[src/rtl/flex_pts_tx.sv]
// Handshaked parallel-to-serial transmitter: one-word holding buffer feeding a
// strobe-paced shifter, gapless back-to-back words, synchronous abort.
module flex_pts_tx #(
  parameter int NUM_BITS  = 8,
  parameter bit SHIFT_MSB = 1'b1,
  parameter bit IDLE_VAL  = 1'b1
) (
  input  logic                clk,
  input  logic                n_rst,
  input  logic                shift_enable_i,
  input  logic                tx_valid_i,
  input  logic [NUM_BITS-1:0] tx_data_i,
  output logic                tx_ready_o,
  input  logic                abort_i,
  output logic                serial_out_o,
  output logic                busy_o,
  output logic                word_done_o
);

  localparam int CW = $clog2(NUM_BITS);
  localparam logic [CW-1:0] LAST_BIT = CW'(NUM_BITS - 1);
  localparam logic [NUM_BITS-1:0] IDLE_WORD = {NUM_BITS{IDLE_VAL}};

  typedef enum logic {ST_IDLE, ST_SHIFT} state_t;

  state_t              state_q, state_d;
  logic [NUM_BITS-1:0] hold_q, hold_d;
  logic                hold_full_q, hold_full_d;
  logic [NUM_BITS-1:0] shift_q, shift_d;
  logic [CW-1:0]       cnt_q, cnt_d;
  logic                done_q, done_d;

  logic [NUM_BITS-1:0] shifted;
  logic                line_bit;

  if (SHIFT_MSB) begin : g_msb
    assign shifted  = {shift_q[NUM_BITS-2:0], IDLE_VAL};
    assign line_bit = shift_q[NUM_BITS-1];
  end else begin : g_lsb
    assign shifted  = {IDLE_VAL, shift_q[NUM_BITS-1:1]};
    assign line_bit = shift_q[0];
  end

  always_comb begin
    state_d     = state_q;
    hold_d      = hold_q;
    hold_full_d = hold_full_q;
    shift_d     = shift_q;
    cnt_d       = cnt_q;
    done_d      = 1'b0;

    // Accept and load are mutually exclusive: accept needs an empty buffer,
    // load needs a full one (both judged on the registered flag).
    if (tx_valid_i && !hold_full_q) begin
      hold_d      = tx_data_i;
      hold_full_d = 1'b1;
    end

    case (state_q)
      ST_IDLE: begin
        if (hold_full_q) begin
          shift_d     = hold_q;
          cnt_d       = '0;
          hold_full_d = 1'b0;
          state_d     = ST_SHIFT;
        end
      end
      ST_SHIFT: begin
        if (shift_enable_i) begin
          if (cnt_q == LAST_BIT) begin
            done_d = 1'b1;
            cnt_d  = '0;
            if (hold_full_q) begin
              shift_d     = hold_q;
              hold_full_d = 1'b0;
            end else begin
              // Refill with the idle level so the line bit is correct in IDLE.
              shift_d = IDLE_WORD;
              state_d = ST_IDLE;
            end
          end else begin
            shift_d = shifted;
            cnt_d   = cnt_q + CW'(1);
          end
        end
      end
      default: state_d = ST_IDLE;
    endcase

    if (abort_i) begin
      state_d     = ST_IDLE;
      hold_full_d = 1'b0;
      cnt_d       = '0;
      shift_d     = IDLE_WORD;
      done_d      = 1'b0;
    end
  end

  always_ff @(posedge clk or negedge n_rst) begin
    if (!n_rst) begin
      state_q     <= ST_IDLE;
      hold_q      <= '0;
      hold_full_q <= 1'b0;
      shift_q     <= IDLE_WORD;
      cnt_q       <= '0;
      done_q      <= 1'b0;
    end else begin
      state_q     <= state_d;
      hold_q      <= hold_d;
      hold_full_q <= hold_full_d;
      shift_q     <= shift_d;
      cnt_q       <= cnt_d;
      done_q      <= done_d;
    end
  end

  assign serial_out_o = line_bit;
  assign busy_o       = (state_q == ST_SHIFT) || hold_full_q;
  assign word_done_o  = done_q;
  assign tx_ready_o   = !hold_full_q;

endmodule

[config.mk]
export PLATFORM = sky130hd
export DESIGN_NAME = flex_pts_tx
export DESIGN_NICKNAME = d
export VERILOG_FILES = /design/src/rtl/flex_pts_tx.sv
export SDC_FILE = /design/constraint.sdc
export NUM_CORES = 1
export LEC_CHECK = 0
export CAP_MARGIN = 20
export CORE_MARGIN = 5
export CORE_UTILIZATION = 47
export DETAILED_ROUTE_END_ITERATION = 16
export HOLD_SLACK_MARGIN = 0.08
export PLACE_DENSITY = 0.74
export SLEW_MARGIN = 5
export SYNTH_ARGS = -nofsm -noshare
export SYNTH_HDL_FRONTEND = slang
export SYNTH_SLANG_ARGS = --single-unit
[constraint.sdc]
create_clock -name clk -period 1.45 [get_ports clk]
set_input_delay 0.29 -clock clk [delete_from_list [all_inputs] [get_ports clk]]
set_output_delay 0.29 -clock clk [all_outputs]
set_load 0.01 [all_outputs]
-- After elaboration in Yosys (flattened, before gate mapping)
Cells that the tools add are included.
- $add $sub $neg: 1
- eq/ne operators: 3
- multiplexer cells: 26
- bitwise logic cells: 1
- reduce and logical (&&, ||, !) cells: 4
- operators by type and width (operator ; number):
    $mux 8 ; 5
    $pmux 8 s2 ; 1
    $mux 1 ; 13
    $mux 3 ; 4
    $ne 3x3->1 const B ; 2
    $pmux 3 s2 ; 1
    $pmux 1 s2 ; 2
    $add 3x1->3 const B ; 1
    $eq 3x3->1 const B ; 1
    $reduce_and 2->1 ; 1
    $logic_and 1x1->1 ; 1
    $logic_not 1->1 ; 1
    $logic_or 1x1->1 ; 1
    $not 1->1 ; 1
- register bits after elaboration: 22
- input port bits: 13

-- Logic depth before layout (Yosys ltp)
Gate-level depths: netlist of run 1.
- depth in word-level cells: 8
- gate-level depth with buffers: 6
- mapped depth without buffers: 5

-- Least setup slack after synthesis of run 1
OpenSTA, ideal clock, no wires.
- path kind: register to register
- start point: register cnt_q[0]
- end point: register cnt_q[0]
- data arrival time: 1361 ps
- required time: 1373 ps
- slack: 12 ps
- cell stages (with the launch flop): 5
- buffers on the path: 0
- path through: dfrtp_1 -> ha_1 -> ha_1 -> or4_1 -> a21oi_1
- word-level cells in the longest chain between the ends: 5
- elaborated cells on any way between the ends: 6
- those cells by class: add/sub: 1; eq/ne: 1; mux: 4
- ends and longest elaborated chain (item ; RTL line ; text):
    from (decl) ; 30 ; logic [CW-1:0] cnt_q, cnt_d;
    from (signal assigned) ; 112 ; cnt_q <= cnt_d;
    $add 3x1->3 / $eq 3x3->1 (equally long branches) ; 83, 70 ;
    $mux 3 (*) ; 70 ; if (cnt_q == LAST_BIT) begin
    $mux 3 (*) ; 69 ; if (shift_enable_i) begin
    $pmux 3 s2 (*) ; 59 ; case (state_q)
    $mux 3 (*) ; 90 ; if (abort_i) begin
Mark *: on every way between the ends. The rest lies on a longest branch, timed or not. The select of a mux whose other input is x is not followed.
A chain may end at the register's enable or synchronous reset.

-- Final worst setup path of run 1
Ends and elaborated chain as after synthesis.

==> results_tabular.tex, run 1 <==
\begin{tabular}{lr}
\hline
Metric & Value \\
\hline
\multicolumn{2}{l}{\textbf{Power}} \\
\quad Worst supply voltage drop on vdd & 0.6350 mV \\
\quad Power density over the cells & 984.7 nW/µm² \\
\quad LEAKAGE & 0.6212 nW \\
\quad Total power of the final layout & 0.001483 W \\
\multicolumn{2}{l}{\textbf{Logic synthesis}} \\
\quad Synthesized netlist cell count & 99 \\
\quad Netlist Area Pre-Place & 1124 µm² \\
\quad Sequential fraction of the synthesis area & 49.89\% \\
\quad Yosys warns & 0 \\
\quad Avg Inst Size Synth & 11.35 µm² \\
\quad Cell variety after synth & 28 \\
\quad Flop and latch count out of synthesis & 22 \\
\quad Net count after synthesis & 114 \\
\multicolumn{2}{l}{\textbf{Timing}} \\
\quad Clock period minus final worst setup slack & 1.426 ns \\
\quad Period Utilization, post-route & 98.31\% \\
\quad Worst clock skew on the final layout & 0.007584 ns \\
\quad Slew at the pin closest to its max-slew limit & 0.2815 ns \\
\quad Normalized max-slew margin & 81.23\% \\
\quad Final Hold Fails & 0 \\
\quad Min Hold Slack & 0.3058 ns \\
\quad Setup-failing EPs final & 0 \\
\quad Peak clock frequency supported by timing & 701.5 MHz \\
\quad RSZ-0062 raised after global routing & yes \\
\quad Max Transition Viols Final & 0 \\
\multicolumn{2}{l}{\textbf{CTS}} \\
\quad Root buf cell & clkbuf\_4 \\
\quad Clock buffer count from CTS & 3 \\
\quad Number of hold-repair buffers added at the cts stage & 0 \\
\quad Clk\_lat worst skew & 0.32 ns \\
\quad H-tree lvl count & 1 \\
\quad CTS tree & done \\
\quad Worst-path clk slew & 0.13 ns \\
\quad Clk buf depth & 2 \\
\quad CTS sink cnt & 22 \\
\multicolumn{2}{l}{\textbf{Cells and area}} \\
\quad Post-Layout Cell Count & 155 \\
\quad Area growth, synth to finish & 34.08\% \\
\quad Nets & 143 \\
\quad Layout cells sized above 1 & 40.16\% \\
\quad Ant diodes & 0 \\
\multicolumn{2}{l}{\textbf{Setup path}} \\
\quad Standard cell with the maximum stage delay on the critical path & or4\_1 \\
\quad Endpoint kind of the worst setup timing path & flip-flop \\
\quad Critical Path Fanout Max & 2 \\
\quad Crit-path cells & ha\_2 -> ha\_4 -> or4\_1 -> a21oi\_1 \\
\quad Worst path max stage delay & 0.47 ns \\
\quad Setup Crit Path Kind & reg2reg \\
\quad Buf/Inv on CP & 0 \\
\quad CP arrival & 1.68 ns \\
\quad Critical path launch point type & flip-flop \\
\quad Endpoint required time on the critical path & 1.71 ns \\
\quad Kind of cell adding the most delay to the critical path & simple AND/OR/NAND/NOR gates \\
\multicolumn{2}{l}{\textbf{Route}} \\
\quad 1st-pass router iterations & 4 \\
\quad DRT antenna net count & 0 \\
\quad Initial DRC Count & 32 \\
\quad Vias per cell & 6.006 \\
\quad Remaining routing DRC violations & 0 \\
\quad Total detailed-routing wirelength & 2.657 mm \\
\quad Average wire per standard cell & 17.14 µm \\
\quad Via count & 931 \\
\multicolumn{2}{l}{\textbf{Die}} \\
\quad Horizontal extent of the die & 58.90 µm \\
\quad Core ar. & 2255 µm² \\
\quad Full die area & 3469 µm² \\
\quad Cell row count & 17 \\
\quad Initial core utilization & 49.83\% \\
\quad Top-level port count & 17 \\
\quad Height of the chip & 58.90 µm \\
\multicolumn{2}{l}{\textbf{Placement}} \\
\quad Gp weighted congestion & 0.7722 \\
\quad Number of I/O port buffers & 16 \\
\quad DPL Wire Length & 1.825 mm \\
\quad Cell count after placement & 149 \\
\multicolumn{2}{l}{\textbf{Global route}} \\
\quad Vias in the first global route & 1011 \\
\quad Maximum number of pins on one net before global-route repair & 23 \\
\quad Number of antenna violations at the first check in global routing & 0 \\
\quad Wire length of the first global-routing pass & 4.450 mm \\
\quad Overall global routing resource usage & 16.83\% \\
\quad Total grt overflow & 0 \\
\multicolumn{2}{l}{\textbf{Min path}} \\
\quad Tightest Hold Check Type & in2async \\
\multicolumn{2}{l}{\textbf{Flow run}} \\
\quad Count of max-cap constraint violations & 0 \\
\multicolumn{2}{l}{\textbf{Run status}} \\
\quad Outcome & finished clean \\
\hline
\end{tabular}
[layout make-up]
cell class	count	area [µm²]
clock buffers	3	22.52
clock inverters	1	30.03
fillers	166	748.2
inverters	4	15.01
multi-input cells	65	541.8
flip-flops and latches	22	563.0
well taps	28	35.03
repair buffers	32	299.0
[Yosys cell counts]
| cell type | instances | area share [%] |
|---|---|---|
| a21oi_1 | 5 | 2.2 |
| o32ai_1 | 1 | 0.78 |
| nor2b_1 | 1 | 0.56 |
| nand2b_1 | 1 | 0.56 |
| o221ai_1 | 5 | 3.9 |
| o21bai_1 | 1 | 0.67 |
| nand2_1 | 2 | 0.67 |
| o21ai_0 | 1 | 0.45 |
| dfrtp_1 | 14 | 31 |
| buf_2 | 6 | 2.7 |
| inv_2 | 1 | 0.33 |
| o211ai_1 | 9 | 6.0 |
| and2_2 | 1 | 0.67 |
| ha_1 | 2 | 2.2 |
| nor3_1 | 1 | 0.45 |
| mux2i_1 | 7 | 6.2 |
| mux2_2 | 10 | 10 |
| a31oi_1 | 6 | 3.3 |
| a22oi_1 | 2 | 1.3 |
| nor2_1 | 5 | 1.7 |
| and2b_2 | 1 | 0.78 |
| buf_4 | 1 | 0.67 |
| or2_2 | 1 | 0.56 |
| or4_1 | 1 | 0.67 |
| clkbuf_1 | 1 | 0.33 |
| nand3b_1 | 2 | 1.3 |
| inv_1 | 3 | 1.0 |
| dfstp_2 | 8 | 19 |
[routing by layer]
| metal | up-vias | wire length [µm] | global-route usage (%) |
|---|---|---|---|
| met4 | 0 | 42 | 9.061 |
| li1 | 430 | - | - |
| met3 | 6 | 124 | 3.947 |
| met2 | 26 | 1358 | 28.08 |
| met1 | 469 | 1131 | 19.86 |
| met5 | - | 0 | 0 |
[placed cells by master (no fill, tap or decap), types with 2 or more instances in the layout]
cell type,n
o211ai_1,9
clkbuf_4,3
a21oi_1,5
mux2_2,10
nand3b_1,2
a31oi_1,6
o221ai_1,5
dfrtp_2,2
dfstp_2,8
clkdlybuf4s15_1,2
buf_4,14
a22oi_1,2
mux2i_1,7
nor2_1,4
clkdlybuf4s50_1,12
dfrtp_1,12
inv_1,3
[cells by family (layout without fill, tap and decap cells)]
kind of cell	Yosys count	count (layout)	share of synthesized area [%]
compound gates	30	30	18.71
flops	22	22	49.89
mux	17	17	16.26
simple gates	16	16	7.908
buf+inv	12	40	5.011
fa+ha+maj	2	2	2.227
[per-stage QoR]
step                       TNS, ns  util, %  setup WS, ns  cell area [µm²]
after floorplan                  0        -       0.01193             1124
after global placement      -1.154    61.32       -0.1092             1383
after CTS                 -0.08660    64.10      -0.07911             1445
after global routing      -0.08217    66.81      -0.02934             1506
final                            0    66.81       0.02445             1506
after detailed placement    -1.512    61.32       -0.1227             1383
[registers in the layout, summed over array words and instances, names as in the netlist]
signal	cells
hold_q	8
cnt_q	3
word_done_o	1
hold_full_q	1
state_q	1
shift_q	8
[worst paths after layout]
check	end	slack, ns	startpoint	cells after the start
setup / recovery	cnt_q[0]$_DFFE_PN0P_	0.02	cnt_q[0]$_DFFE_PN0P_	4
hold / removal	cnt_q[0]$_DFFE_PN0P_	0.31	n_rst	2
setup reg to reg	cnt_q[0]$_DFFE_PN0P_	0.02	cnt_q[0]$_DFFE_PN0P_	4
hold reg to reg	hold_q[0]$_DFFE_PN0P_	0.53	hold_q[0]$_DFFE_PN0P_	1
max in group asynchronous	shift_q[4]$_DFFE_PN1P_	0.86	n_rst	2
min in group clk	hold_q[0]$_DFFE_PN0P_	0.53	hold_q[0]$_DFFE_PN0P_	1
[report_power, final]
part           leakage (nW)  internal, W  total, W  switching [W]
clock                0.0279     0.000280  0.000476       0.000197
sequential            0.257     0.000690  0.000742      0.0000520
combinational         0.336     0.000152  0.000265       0.000113
[repair_timing]
item | CTS | global route
resized for setup | 9 | 12
gates cloned | 0 | 1
pin swaps | 2 | 0
endpoints found under the setup margin | 10 | 18
setup buffers | 0 | 1
Power figures use the tool's default switching activity.
==> run 2: changes to the inputs <==
CORE_MARGIN = 4   (was 5)
CORE_UTILIZATION = 49   (was 47)
CTS_BUF_LIST = sky130_fd_sc_hd__clkbuf_8   (was unset)
PLACE_DENSITY = 0.76   (was 0.74)
==> run 2 against run 1 <==
  * Maximum frequency decreased by 1.3%
  * Non-clock buffer count decreased by 1
  * Cell area decreased by 0.17%
  * Die area decreased by 10%
  * Critical path type unchanged
  * Largest power group unchanged
==> results_tabular.tex, run 2 (synthesized netlist as in run 1, its figures left out) <==
\begin{tabular}{lr}
\hline
Metric & Value \\
\hline
\multicolumn{2}{l}{\textbf{Setup path}} \\
\quad Setup Crit Path Kind & reg2reg \\
\quad CP arrival & 1.65 ns (-0.03 ns) \\
\quad Endpoint required time on the critical path & 1.65 ns (-0.06 ns) \\
\quad Origin of the worst setup path & cnt\_q[0]\$\_DFFE\_PN0P\_ \\
\quad Critical Path Fanout Max & 2 (unchanged) \\
\quad Logic depth of the worst register-to-register path & 4 (unchanged) \\
\quad Endpoint kind of the worst setup timing path & flip-flop \\
\quad Critical path launch point type & flip-flop \\
\quad Crit-path cells & ha\_2 -> ha\_4 -> or4\_4 -> a21oi\_2 \\
\quad Kind of cell adding the most delay to the critical path & simple AND/OR/NAND/NOR gates \\
\quad Buf/Inv on CP & 0 (unchanged) \\
\quad Standard cell with the maximum stage delay on the critical path & or4\_4 \\
\quad Reg-to-reg endpoint & cnt\_q[0]\$\_DFFE\_PN0P\_ \\
\quad Critical R2R Launch & cnt\_q[0]\$\_DFFE\_PN0P\_ \\
\quad Worst-case register-to-register setup slack & 0.006 ns (-0.02 ns) \\
\quad Worst path max stage delay & 0.48 ns (about the same) \\
\multicolumn{2}{l}{\textbf{Cells and area}} \\
\quad Area growth, synth to finish & 33.85\% \\
\quad Regs by FF count & hold\_q x8, shift\_q x8, cnt\_q x3 \\
\quad Post-layout util & 68.65\% (+1.8 points) \\
\quad Layout cells sized above 1 & 40.48\% (+0.32 points) \\
\quad Nets & 142 (-0.70\%) \\
\quad Commonest cells after routing, fill and taps aside & dfrtp\_1 (14), buf\_4 (14), clkdlybuf4s50\_1 (13), mux2\_2 (10), o211ai\_1 (9) \\
\quad Post-Layout Cell Count & 154 (-0.65\%) \\
\quad Ant diodes & 0 (unchanged) \\
\multicolumn{2}{l}{\textbf{CTS}} \\
\quad Root buf cell & clkbuf\_8 \\
\quad Clock buffer count from CTS & 3 (unchanged) \\
\quad CTS tree & done \\
\quad CTS sink cnt & 22 (unchanged) \\
\quad Clk buf depth & 2 (unchanged) \\
\quad Worst-path clk slew & 0.09 ns (-0.04 ns) \\
\quad Number of hold-repair buffers added at the cts stage & 0 (unchanged) \\
\quad H-tree lvl count & 1 (unchanged) \\
\quad Clk\_lat worst skew & 0.26 ns (-0.06 ns) \\
\multicolumn{2}{l}{\textbf{Power}} \\
\quad LEAKAGE & 0.6054 nW (-2.5\%) \\
\quad Worst supply voltage drop on vdd & 0.7324 mV (+15\%) \\
\quad Power density over the cells & 959.5 nW/µm² (-2.6\%) \\
\multicolumn{2}{l}{\textbf{Timing}} \\
\quad Final Hold Fails & 0 (unchanged) \\
\quad Clock period minus final worst setup slack & 1.444 ns (+0.01830 ns) \\
\quad Max Transition Viols Final & 0 (unchanged) \\
\quad Worst clock skew on the final layout & 0.01023 ns (+0.002647 ns) \\
\quad Total negative slack & 0 ns (unchanged) \\
\quad RSZ-0062 raised after global routing & yes \\
\quad Slew at the pin closest to its max-slew limit & 0.2794 ns (-0.002097 ns) \\
\quad Normalized max-slew margin & 81.37\% (+0.14 points) \\
\quad Peak clock frequency supported by timing & 692.6 MHz (-1.3\%) \\
\quad Setup-failing EPs final & 0 (unchanged) \\
\quad Period Utilization, post-route & 99.58\% (+1.3 points) \\
\multicolumn{2}{l}{\textbf{Placement}} \\
\quad DPL Wire Length & 1.667 mm (-8.6\%) \\
\quad Gp weighted congestion & 0.7764 (+0.54\%) \\
\quad Number of I/O port buffers & 16 (unchanged) \\
\quad Cell count after placement & 148 (-0.67\%) \\
\multicolumn{2}{l}{\textbf{Route}} \\
\quad Initial DRC Count & 19 (-41\%) \\
\quad Total detailed-routing wirelength & 2.566 mm (-3.4\%) \\
\quad Remaining routing DRC violations & 0 (unchanged) \\
\quad Via count & 917 (-1.5\%) \\
\quad Average wire per standard cell & 16.66 µm (-2.8\%) \\
\quad DRT antenna net count & 0 (unchanged) \\
\quad Vias per cell & 5.955 (-0.86\%) \\
\quad 1st-pass router iterations & 4 (unchanged) \\
\multicolumn{2}{l}{\textbf{Global route}} \\
\quad Overall global routing resource usage & 17.37\% (+0.54 points) \\
\quad Wire length of the first global-routing pass & 4.381 mm (-1.6\%) \\
\quad Number of antenna violations at the first check in global routing & 0 (unchanged) \\
\quad Total grt overflow & 0 (unchanged) \\
\quad Maximum number of pins on one net before global-route repair & 23 (unchanged) \\
\quad Vias in the first global route & 971 (-4.0\%) \\
\multicolumn{2}{l}{\textbf{Die}} \\
\quad Horizontal extent of the die & 55.89 µm (-5.1\%) \\
\quad Cell row count & 17 (unchanged) \\
\quad Initial core utilization & 51.29\% (+1.5 points) \\
\quad Core ar. & 2191 µm² (-2.8\%) \\
\quad Top-level port count & 17 (unchanged) \\
\quad Full die area & 3123 µm² (-10\%) \\
\quad Height of the chip & 55.89 µm (-5.1\%) \\
\multicolumn{2}{l}{\textbf{Run status}} \\
\quad Outcome & finished clean \\
\multicolumn{2}{l}{\textbf{Min path}} \\
\quad Tightest Hold Check Type & in2async \\
\multicolumn{2}{l}{\textbf{Flow run}} \\
\quad Count of max-cap constraint violations & 0 (unchanged) \\
\hline
\end{tabular}
==> run 2: cell count changes in the layout (fill, tap and decap cells not counted), sizes merged <==
cell,before,now
bufinv,1,0
clkbuf,5,4
clkdlybuf4s15,2,1
clkdlybuf4s50,12,13
dlygate4sd2,1,2
==> run 2: metrics by stage <==
step / instance area (µm²) / worst slack [ns] / total power, W / hold WS, ns
2_1_floorplan: 1124 / 0.01193 / 0.0008735 / -0.005591
3_3_place_gp: 1375 / -0.07783 / 0.0009820 / 0.4870
3_5_place_dp: 1375 / -0.1063 / 0.0009949 / 0.5252
4_1_cts: 1444 / 0.005680 / 0.001431 / 0.3890
5_1_grt: 1504 / -0.05194 / 0.001522 / 0.3994
6_report: 1504 / 0.006148 / 0.001443 / 0.3732
==> run 2: layer usage <==
| layer | part of all wire (%) | routed length (µm) | vias to the layer above | global-route usage (%) |
|---|---|---|---|---|
| li1 | - | - | 424 | - |
| met1 | 39 | 1005 | 450 | 21.78 |
| met2 | 53 | 1367 | 39 | 30.07 |
| met3 | 6.5 | 166 | 4 | 4.176 |
| met4 | 1.0 | 26 | 0 | 4.407 |
| met5 | 0 | 0 | - | 0 |
==> run 2: worst max path at each step <==
stage,endpoint,depth (start not counted)
after floorplan,cnt_q[0]$_DFFE_PN0P_,4
after global placement,cnt_q[2]$_DFFE_PN0P_,4
after detailed placement,cnt_q[1]$_DFFE_PN0P_,4
after CTS,cnt_q[0]$_DFFE_PN0P_,4
after global routing,cnt_q[0]$_DFFE_PN0P_,4
final,cnt_q[0]$_DFFE_PN0P_,4
==> run 2: repair_timing <==
| item | CTS | global route |
|---|---|---|
| endpoints found under the setup margin | 9 | 8 |
| resized for setup | 7 | 10 |
| pin swaps | 2 | 4 |
| setup buffers | 1 | 1 |
==> run 2: area by class of cell <==
cell class / count / area (µm²)
Tap cell: 28 / 35.03
Inverter: 4 / 15.01
Timing Repair Buffer: 31 / 274.0
Sequential cell: 22 / 560.5
Fill cell: 171 / 686.9
Multi-Input combinational cell: 65 / 564.3
Clock buffer: 4 / 55.05
==> run 2: power by group <==
| part | switching [W] | total, W | internal (W) |
|---|---|---|---|
| Clock | 0.000202 | 0.000444 | 0.000242 |
| Combinational | 0.000114 | 0.000258 | 0.000144 |
| Sequential | 0.0000513 | 0.000741 | 0.000690 |
==> run 3: changes to the inputs <==
CORE_UTILIZATION = 59   (was 49)
PLACE_DENSITY = 0.86   (was 0.76)
clock period = 1.75 ns   (was 1.45 ns; I/O delays follow)
==> run 3 against run 2 <==
  * Final cell count decreased by 7.1%
  * Global-route usage is 3.1 points higher
  * Count of clock-buffer cells in the layout fell by 1
  * Sequential power down 17%
  * Sequential share of layout area rose by 2.6 points
  * Clock power increased by 5.9%
  * Utilization up 11 points
  * Hold slack gained 0.056 ns
  * Wire length decreased by 8.0%
  * Cell area shrank 6.3%
  * Die area is 15% lower
  * Register-to-register slack better by 0.16 ns
  * Critical endpoint is now serial_out_o
  * Largest cell class is now sequential cells
==> results_tabular.tex, run 3 (synthesized netlist as in run 1, its figures left out) <==
\begin{tabular}{lr}
\hline
Metric & Value \\
\hline
\multicolumn{2}{l}{\textbf{Route}} \\
\quad DRT antenna net count & 0 (unchanged) \\
\quad Initial DRC Count & 36 (+17) \\
\quad Vias per cell & 6.119 (+2.8\%) \\
\quad Remaining routing DRC violations & 0 (unchanged) \\
\quad Total detailed-routing wirelength & 2.361 mm (-8.0\%) \\
\quad Average wire per standard cell & 16.51 µm (-0.91\%) \\
\quad Via count & 875 (-4.6\%) \\
\quad 1st-pass router iterations & 4 (unchanged) \\
\multicolumn{2}{l}{\textbf{Cells and area}} \\
\quad Post-Layout Cell Count & 143 (-7.1\%) \\
\quad Post-route design area & 1409 µm² (-6.3\%) \\
\quad Filler Cell Count & 128 (-25\%) \\
\quad Nets & 134 (-5.6\%) \\
\quad Regs by FF count & hold\_q x8, shift\_q x8, cnt\_q x3 \\
\quad Commonest non-fill, non-tap cell in the layout & clkdlybuf4s50\_1 \\
\quad Combined flip-flop and latch cell area & 561.8 µm² (+0.22\%) \\
\quad Layout cells sized above 1 & 29.66\% (-11 points) \\
\quad Area growth, synth to finish & 25.39\% \\
\quad Area of the multi-input gates & 514.2 µm² (-8.9\%) \\
\quad Ant diodes & 0 (unchanged) \\
\quad Commonest cells after routing, fill and taps aside & clkdlybuf4s50\_1 (15), dfrtp\_1 (13), mux2\_2 (10), o211ai\_1 (9), dfstp\_2 (8) \\
\multicolumn{2}{l}{\textbf{Setup path}} \\
\quad Logic depth of the worst register-to-register path & 4 (unchanged) \\
\quad Endpoint kind of the worst setup timing path & output port \\
\quad Origin of the worst setup path & shift\_q[7]\$\_DFFE\_PN1P\_ \\
\quad Critical R2R Launch & cnt\_q[0]\$\_DFFE\_PN0P\_ \\
\quad Critical path launch point type & flip-flop \\
\quad Setup Crit Path Kind & reg2out \\
\quad Endpoint required time on the critical path & 1.40 ns (-0.25 ns) \\
\quad Buf/Inv on CP & 1 (+1) \\
\quad Total number of cells along the worst setup path & 1 (-3) \\
\quad CP arrival & 1.34 ns (-0.31 ns) \\
\quad Worst-case register-to-register setup slack & 0.17 ns (+0.16 ns) \\
\quad Standard cell with the maximum stage delay on the critical path & dfstp\_2 \\
\quad Worst path max stage delay & 0.55 ns (+0.07 ns) \\
\quad End of the critical path & serial\_out\_o \\
\quad Crit-path cells & clkdlybuf4s50\_1 \\
\quad Critical Path Fanout Max & 3 (+1) \\
\quad Kind of cell adding the most delay to the critical path & flip-flops \\
\quad Reg-to-reg endpoint & cnt\_q[0]\$\_DFFE\_PN0P\_ \\
\multicolumn{2}{l}{\textbf{Min path}} \\
\quad Tightest Hold Check Type & in2async \\
\multicolumn{2}{l}{\textbf{Timing}} \\
\quad Max Transition Viols Final & 0 (unchanged) \\
\quad RSZ-0062 raised after global routing & no \\
\quad Final Hold Fails & 0 (unchanged) \\
\quad Clock period minus final worst setup slack & 1.690 ns \\
\quad Slew at the pin closest to its max-slew limit & 0.5252 ns (+0.2458 ns) \\
\quad Peak clock frequency supported by timing & 591.7 MHz \\
\quad Setup-failing EPs final & 0 (unchanged) \\
\quad Normalized max-slew margin & 64.88\% (-16 points) \\
\quad Total negative slack & 0 ns (unchanged) \\
\quad Worst clock skew on the final layout & 0.004028 ns (-0.006204 ns) \\
\quad Period Utilization, post-route & 96.57\% \\
\multicolumn{2}{l}{\textbf{Placement}} \\
\quad Number of I/O port buffers & 16 (unchanged) \\
\quad DPL Wire Length & 1.576 mm (-5.5\%) \\
\quad Cell count after placement & 138 (-6.8\%) \\
\quad Placed Area & 1319 µm² (-4.1\%) \\
\quad Gp weighted congestion & 0.8113 (+4.5\%) \\
\multicolumn{2}{l}{\textbf{Die}} \\
\quad Full die area & 2667 µm² (-15\%) \\
\quad Horizontal extent of the die & 51.64 µm (-7.6\%) \\
\quad Top-level port count & 17 (unchanged) \\
\quad Core ar. & 1764 µm² (-19\%) \\
\quad Height of the chip & 51.64 µm (-7.6\%) \\
\quad Cell row count & 15 (-2) \\
\quad Initial core utilization & 63.69\% (+12 points) \\
\multicolumn{2}{l}{\textbf{Global route}} \\
\quad Overall global routing resource usage & 20.43\% (+3.1 points) \\
\quad Total grt overflow & 0 (unchanged) \\
\quad Number of antenna violations at the first check in global routing & 0 (unchanged) \\
\quad Maximum number of pins on one net before global-route repair & 23 (unchanged) \\
\quad Wire length of the first global-routing pass & 4.050 mm (-7.6\%) \\
\quad Vias in the first global route & 870 (-10\%) \\
\multicolumn{2}{l}{\textbf{CTS}} \\
\quad CTS sink cnt & 22 (unchanged) \\
\quad Number of hold-repair buffers added at the cts stage & 0 (unchanged) \\
\quad Clk\_lat worst skew & 0.26 ns (about the same) \\
\quad Root buf cell & clkbuf\_8 \\
\quad Clk buf depth & 2 (unchanged) \\
\quad Clock buffer count from CTS & 3 (unchanged) \\
\quad CTS tree & done \\
\quad H-tree lvl count & 1 (unchanged) \\
\quad Worst-path clk slew & 0.08 ns (about the same) \\
\multicolumn{2}{l}{\textbf{Power}} \\
\quad LEAKAGE & 0.5738 nW (-5.2\%) \\
\quad Power density over the cells & 907.4 nW/µm² (-5.4\%) \\
\quad Total power of the final layout & 0.001278 W (-11\%) \\
\quad Worst supply voltage drop on vdd & 0.6775 mV (-7.5\%) \\
\multicolumn{2}{l}{\textbf{Flow run}} \\
\quad Count of max-cap constraint violations & 0 (unchanged) \\
\multicolumn{2}{l}{\textbf{Run status}} \\
\quad Outcome & finished clean \\
\hline
\end{tabular}
-- run 3: cell count changes in the layout (fill, tap and decap cells not counted), moves of 2 or more --
cell / change
clkdlybuf4s50_1: +2
o221ai_2: -4
buf_4: -7
ha_1: +2
dlygate4sd2_1: -2
o221ai_1: +4
-- run 3: stage by stage --
stage                     utilization, %  hold slack, ns  setup slack (ns)
after floorplan                        -         0.05441            0.3119
after global routing               79.86          0.4425           0.02309
final                              79.86          0.4295           0.06000
after detailed placement           74.75          0.4919           0.04955
after CTS                          79.22          0.4407           0.01313
after global placement             74.75          0.4846            0.1181
-- run 3: final cells by class --
class                      count  area share, %
sequential                    22          39.88
multi-input combinational     65          36.50
timing repair buffer          23          15.28
clock buffer                   3          2.931
tap                           25          2.220
clock inverter                 1          2.131
inverter                       4          1.066
-- run 3: worst reg2reg max path: cells and delay by family (launching register included) --
| kind | cells | cell delay, ns |
|---|---|---|
| fa+ha+maj | 2 | 0.40 |
| flops | 1 | 0.41 |
| compound gates | 1 | 0.19 |
| simple gates | 1 | 0.50 |
-- run 3: per-layer routing --
metal	track usage, %	up-vias	wire (µm)
li1	-	409	-
met1	26.58	425	1031
met2	32.84	37	1171
met3	4.011	4	133
met4	9.170	0	25
met5	0	-	0
-- run 3: timing repair --
action | 4_1_cts | 5_1_grt
pin swaps | 0 | 0
resized for setup | 2 | 2
setup buffers | 0 | 1
setup endpoints to repair | 1 | 1
-- run 3: how the worst min path moves through the flow --
stage          depth (start not counted)                     to  slack, ns             startpoint
5_1_grt                                2   cnt_q[0]$_DFFE_PN0P_       0.44                  n_rst
3_5_place_dp                           1  hold_q[0]$_DFFE_PN0P_       0.49  hold_q[0]$_DFFE_PN0P_
4_1_cts                                2   cnt_q[0]$_DFFE_PN0P_       0.44                  n_rst
2_1_floorplan                          0   cnt_q[0]$_DFFE_PN0P_       0.05                  n_rst
6_report                               2  hold_q[3]$_DFFE_PN0P_       0.43                  n_rst
3_3_place_gp                           1  hold_q[0]$_DFFE_PN0P_       0.48  hold_q[0]$_DFFE_PN0P_
-- run 3: power breakdown --
part / total (W) / internal [W] / leakage (nW) / switching (W)
clock network: 0.000470 / 0.000306 / 0.0357 / 0.000165
registers: 0.000613 / 0.000572 / 0.258 / 0.0000413
logic: 0.000195 / 0.000108 / 0.280 / 0.0000870
